==> src/rtl/riscv_pkg.sv <==
// riscv: shared rv32 types, ALU-class opcodes and the combinational decode function.
package riscv;

    typedef logic [31:0] word_t;
    typedef logic [4:0]  shamt_t;

    // Encoded as {funct7[5], funct3} so legal OP encodings map directly.
    typedef enum logic [3:0] {
        FN_ADD  = 4'b0000,
        FN_SLL  = 4'b0001,
        FN_SLT  = 4'b0010,
        FN_SLTU = 4'b0011,
        FN_XOR  = 4'b0100,
        FN_SRL  = 4'b0101,
        FN_OR   = 4'b0110,
        FN_AND  = 4'b0111,
        FN_SUB  = 4'b1000,
        FN_SRA  = 4'b1101
    } funct_t;

    typedef enum logic [6:0] {
        OP     = 7'b0110011,
        OP_IMM = 7'b0010011,
        LUI    = 7'b0110111,
        AUIPC  = 7'b0010111
    } opcode_t;

    localparam logic [2:0] F3_ADD = 3'b000;
    localparam logic [2:0] F3_SLL = 3'b001;
    localparam logic [2:0] F3_SR  = 3'b101;
    localparam logic [6:0] F7_BASE = 7'b0000000;
    localparam logic [6:0] F7_ALT  = 7'b0100000;

    typedef struct packed {
        funct_t     funct;
        shamt_t     shamt;
        word_t      op1;
        word_t      op2;
        logic [4:0] rd;
        logic       wen;
        logic       illegal;
    } decoded_t;

    function automatic decoded_t decode_insn(word_t insn, word_t pc, word_t rs1, word_t rs2);
        decoded_t   d;
        logic [2:0] f3;
        logic [6:0] f7;
        logic       shift;
        logic       legal;
        f3    = insn[14:12];
        f7    = insn[31:25];
        shift = (f3 == F3_SLL) || (f3 == F3_SR);
        legal = 1'b1;
        d = '{funct: FN_ADD, shamt: '0, op1: '0, op2: '0, rd: insn[11:7], wen: 1'b0, illegal: 1'b0};
        case (insn[6:0])
            OP: begin
                legal   = (f7 == F7_BASE) || (f7 == F7_ALT && (f3 == F3_ADD || f3 == F3_SR));
                d.funct = funct_t'({f7[5], f3});
                d.op1   = rs1;
                d.op2   = rs2;
                d.shamt = shift ? rs2[4:0] : '0;
            end
            OP_IMM: begin
                legal   = !shift || (f7 == F7_BASE) || (f3 == F3_SR && f7 == F7_ALT);
                d.funct = funct_t'({shift & f7[5], f3});
                d.op1   = rs1;
                d.op2   = shift ? {27'b0, insn[24:20]} : {{20{insn[31]}}, insn[31:20]};
                d.shamt = shift ? insn[24:20] : '0;
            end
            LUI:     d.op2 = {insn[31:12], 12'b0};
            AUIPC: begin
                d.op1 = pc;
                d.op2 = {insn[31:12], 12'b0};
            end
            default: legal = 1'b0;
        endcase
        if (!legal)
            d = '{funct: FN_ADD, shamt: '0, op1: '0, op2: '0, rd: insn[11:7], wen: 1'b0, illegal: 1'b1};
        d.wen = legal && (insn[11:7] != 5'd0);
        return d;
    endfunction

    // Output register contents after reset: the decode of a NOP, never flagged illegal.
    function automatic decoded_t reset_decode(word_t insn);
        decoded_t d;
        d = decode_insn(insn, '0, '0, '0);
        d.illegal = 1'b0;
        return d;
    endfunction

endpackage

==> src/rtl/decode_skid_buffer.sv <==
// skid_buffer: one-entry skid with registered upstream ready; data passes through when empty.
module skid_buffer #(
    parameter type T = logic
) (
    input  logic clk,
    input  logic resetn,
    input  logic flush_i,
    input  logic in_valid_i,
    output logic in_ready_o,
    input  T     in_data_i,
    output logic out_valid_o,
    input  logic out_ready_i,
    output T     out_data_o
);
    logic full_q, full_d;
    T     data_q, data_d;

    assign in_ready_o  = !full_q;
    assign out_valid_o = full_q || in_valid_i;
    assign out_data_o  = full_q ? data_q : in_data_i;

    always_comb begin
        full_d = flush_i ? 1'b0 : full_q ? !out_ready_i : (in_valid_i && !out_ready_i);
        data_d = (!full_q && in_valid_i && !out_ready_i) ? in_data_i : data_q;
    end

    always_ff @(posedge clk or negedge resetn) begin
        if (!resetn) begin
            full_q <= 1'b0;
            data_q <= '0;
        end else begin
            full_q <= full_d;
            data_q <= data_d;
        end
    end
endmodule

==> src/rtl/decode.sv <==
// decode: RV32I ALU-class decode stage with a registered decoded_t output.
// DECODE_SKID_EN adds a skid buffer so in_ready no longer depends on out_ready.
module decode
    import riscv::*;
#(
    parameter word_t NOP_INSN = 32'h0000_0013
) (
    input  logic       clk,
    input  logic       resetn,
    input  logic       flush,
    input  logic       in_valid,
    output logic       in_ready,
    input  word_t      in_insn,
    input  word_t      in_pc,
    output logic [4:0] rs1_addr,
    output logic [4:0] rs2_addr,
    input  word_t      rs1_data,
    input  word_t      rs2_data,
    output logic       out_valid,
    input  logic       out_ready,
    output funct_t     out_funct,
    output shamt_t     out_shamt,
    output word_t      out_op1,
    output word_t      out_op2,
    output logic [4:0] out_rd,
    output logic       out_wen,
    output logic       out_illegal
);
    localparam decoded_t NOP_DEC = reset_decode(NOP_INSN);

    decoded_t dec, stage_data, dec_q, dec_d;
    logic     stage_valid, stage_ready, valid_q, valid_d;

    assign rs1_addr    = in_insn[19:15];
    assign rs2_addr    = in_insn[24:20];
    assign dec         = decode_insn(in_insn, in_pc, rs1_data, rs2_data);
    assign stage_ready = !valid_q || out_ready;

`ifdef DECODE_SKID_EN
    skid_buffer #(.T(decoded_t)) u_skid (
        .clk         (clk),
        .resetn      (resetn),
        .flush_i     (flush),
        .in_valid_i  (in_valid),
        .in_ready_o  (in_ready),
        .in_data_i   (dec),
        .out_valid_o (stage_valid),
        .out_ready_i (stage_ready),
        .out_data_o  (stage_data)
    );
`else
    assign in_ready    = stage_ready;
    assign stage_valid = in_valid;
    assign stage_data  = dec;
`endif

    always_comb begin
        valid_d = flush ? 1'b0 : stage_ready ? stage_valid : valid_q;
        dec_d   = (!flush && stage_ready && stage_valid) ? stage_data : dec_q;
    end

    always_ff @(posedge clk or negedge resetn) begin
        if (!resetn) begin
            valid_q <= 1'b0;
            dec_q   <= NOP_DEC;
        end else begin
            valid_q <= valid_d;
            dec_q   <= dec_d;
        end
    end

    assign out_valid   = valid_q;
    assign out_funct   = dec_q.funct;
    assign out_shamt   = dec_q.shamt;
    assign out_op1     = dec_q.op1;
    assign out_op2     = dec_q.op2;
    assign out_rd      = dec_q.rd;
    assign out_wen     = dec_q.wen;
    assign out_illegal = dec_q.illegal;
endmodule

==> config.mk <==
export PLATFORM = sky130hd
export DESIGN_NAME = decode
export DESIGN_NICKNAME = d
export VERILOG_FILES = /design/src/rtl/riscv_pkg.sv /design/src/rtl/decode_skid_buffer.sv /design/src/rtl/decode.sv
export SDC_FILE = /design/constraint.sdc
export NUM_CORES = 1
export LEC_CHECK = 0
export BUFFER_PORTS_ARGS = -buffer_cell sky130_fd_sc_hd__buf_2
export CAP_MARGIN = 10
export CORE_UTILIZATION = 47
export DETAILED_ROUTE_END_ITERATION = 8
export GPL_ROUTABILITY_DRIVEN = 1
export PLACE_DENSITY = 0.82
export SYNTH_ARGS = -nofsm -noshare
export SYNTH_HDL_FRONTEND = slang
export SYNTH_HIERARCHICAL = 1
export SYNTH_SLANG_ARGS = --single-unit
==> constraint.sdc <==
create_clock -name clk -period 2.2 [get_ports clk]
set_input_delay 0 -clock clk [delete_from_list [all_inputs] [get_ports clk]]
set_output_delay 0 -clock clk [all_outputs]
set_load 0.02 [all_outputs]
==> results.toml <==
[critical_path]
path_class = "in -> reg"
cp.arrival_ns = 2.24
endpoint_kind = "flop"
critPathLaunchType = "input port"
worstPathMaxFanout = 19
reg2reg_slack_ns = 0.44
worstPathRequired_ns = 2.48

[grt]
grt_pass1_vias = 4847
grtUsageTotal_pct = 30.6
grt.overflow.total = 0
grt_pass1_wl_mm = 24.1
grt_max_degree = 82
antenna_found_initial = 0

[logic_synthesis]
syn_avg_cell_area_um2 = 9.57
synth.area.top_cells = "dfrtp_1 44%, nand3_1 7.5%, a22oi_2 5.2%"
synth_cell_type_count = 46
synthCells = 477
ys_ff_latch = 81
synth_area_mm2 = 0.00456
yosys.area.top_type = "dfrtp_1"
synth_nets = 610
ys.warnings.count = 6
synth_flop_cell = "dfrtp_1"
synth_top_cell_area_share_pct = 44.4
synth_async_sr_flop_share_pct = 100
synth_edf_count = 0
synth_seq_area_share_pct = 44.4

[final_layout]
layout.nets = 859
final_area_mm2 = 0.00649
drive_above_1_share_pct = 41.2
area_growth_pct = 42.2
n_antenna_cell = 0

[placed_design]
gp_congestion = 0.882
placed_area_mm2 = 0.00571
io_buffers = 224
place_ws_ns = 0.167
hpwl_mm = 10.2

[clock_tree]
cts_buffer_depth = 2
cts_root_buffer = "clkbuf_8"
cts_inserted_buffers = 9
htree_levels = 3
clkLatencyLatePin_ns = 0.34
postCtsSetupBuffers = 0
cts_tree = "yes"
cts_sinks = 81
clk_pin_slew_ns = 0.09

[timing]
layout_setup_ws_ns = 0.237
holdWs_ns = 0.0520
rsz0062_at_grt = "no"
tightest_slew_ns = 1.03
relSlewSlack_pct = 31.0
max_freq_ghz = 0.509
tns_ns = 0
min_period_ns = 1.96
fin_skew_ns = 0.0166
finalHoldViolations = 0
maxSlewViolCount = 0
period_share_pct = 89.2
setup-violations-final = 0

[detailed_routing]
wirelength_mm = 15.8
num_vias = 5039
drcViolationCount = 0
postRouteAntennaNets = 0
dr.pass1.iters = 5
avgViaCountPerCell = 5.86
routedWlPerCell_um = 18.3
drtIter0Drc = 278

[hold_path]
hold_path_class = "in -> reg"

[die]
die-width_um = 101
dieArea_mm2 = 0.0101
std_cell_rows = 35
initial_core_util_pct = 48.9
core-area_mm2 = 0.00933
die_h_um = 101
ioPinCount = 225

[run_status]
status = "finished clean"

[flow_run]
maxCapViolCount = 0

[power]
power_density_mw_per_mm2 = 512
ir_drop_mv = 0.375
finalPower_uw = 3320
p_leak_uw = 0.00317
-- cells in the final DEF (no fill, tap or decap), types with 2 or more instances in the layout --
cell type      netlist  layout
clkinv_2             0       3
o21ai_0             13      13
and2b_1              2       2
a22oi_2             19      19
mux2_2               4       4
a21oi_1             40      40
a2bb2oi_1           20      20
and2_1               7       7
a22oi_1              2       2
a31oi_1              7       6
nor2b_1             19      19
nor3_2               1       2
a32oi_1             13      12
nor4_1               2       2
nand2b_1             5       5
buf_2                7     223
o211ai_1             2       2
a32o_1              21      21
inv_1                2       2
nand3_1             68      68
clkbuf_8             0       9
nor2_1               6       6
o31ai_2              7       7
dfrtp_1             81      81
dlygate4sd3_1        0      56
bufinv_16            0       2
buf_4               12      19
nand2_1             54      53
-- worst paths after layout --
path | start | endpoint | cells past startpoint
setup / recovery | in_insn[12] | out_op2[19] | 7
min in group asynchronous | resetn | out_op2[25] | 2
hold reg to reg | out_rd[4] | out_rd[4] | 2
max in group asynchronous | resetn | out_op1[1] | 2
setup reg to reg | out_valid | out_op1[3] | 5
hold / removal | rs2_data[11] | out_op2[11] | 3
-- metrics by stage --
stage	std cells	util (%)
6_report	860	69.6
5_1_grt	860	69.6
3_3_place_gp	788	61.2
4_1_cts	860	69.5
2_1_floorplan	477	-
3_5_place_dp	788	61.2
-- synthesized netlist by cell type, types with 2 or more instances --
cell and number:
a21oi_1 40, mux2_2 4, a32oi_1 13, a22oi_2 19, a32o_1 21, a221o_1 2, a22oi_1 2, nor2b_1 19
o31ai_2 7, nand3_1 68, a31oi_1 7, nand2_1 54, a2bb2oi_1 20, and2b_1 2, o21ai_0 13, and2_1 7
nor4_1 2, clkbuf_1 36, buf_2 7, buf_6 5, buf_4 12, nand2b_1 5, nor2_1 6, nor3_1 2
o211ai_1 2, inv_1 2, dfrtp_1 81
-- kinds of logic (layout without fill, tap and decap cells) --
| logic type | count (synthesis) | in the layout | share of synthesized area [%] |
|---|---|---|---|
| AO/OA/AOI/OAI | 152 | 152 | 27.1 |
| XOR/XNOR | 1 | 1 | 0.192 |
| flip-flops | 81 | 81 | 44.4 |
| multiplexers | 5 | 5 | 1.21 |
| AND/OR/NAND/NOR | 175 | 175 | 20.0 |
| buffers and inverters | 63 | 317 | 7.18 |
-- registers in the layout, indices dropped and copies added (netlist names) --
name,count
out_illegal,1
out_op1,32
out_funct,4
out_rd,5
out_shamt,5
out_op2,32
out_valid,1
out_wen,1
-- critical path, cell delays in order --
cell and delay [ns]:
dlygate4sd3_1 0.53, buf_2 0.16, nand2b_1 0.10, buf_4 0.18, or4b_1 0.81, a21oi_1 0.28, a32o_1 0.18
-- routing by layer --
layer | vias to the layer above | wire (um) | GRT usage [%]
met4 | 0 | 512 | 13.6
met1 | 2452 | 6130 | 37.3
met2 | 276 | 8130 | 53.8
met3 | 46 | 984 | 4.16
met5 | - | 0 | 0
li1 | 2265 | - | -
-- final cells by class --
cell class / instances / area, um2
Multi-Input combinational cell: 333 / 2250
Fill cell: 747 / 2840
Inverter: 2 / 7.51
Clock buffer: 10 / 128
Clock inverter: 6 / 82.6
Tap cell: 129 / 161
Sequential cell: 81 / 2030
Timing Repair Buffer: 299 / 1840
-- power breakdown --
part | internal, uW | leakage [uW] | switching [uW]
Sequential | 1510 | 0.00112 | 12.7
Combinational | 274 | 0.00194 | 352
Clock | 635 | 0.000106 | 535
Total | 2420 | 0.00317 | 900
-- what timing repair did --
item,4_1_cts,5_1_grt
resized for setup,0,2
endpoints found under the hold margin,123,0
setup endpoints to repair,0,3
hold buffers,56,0
Power figures use the tool's default switching activity.
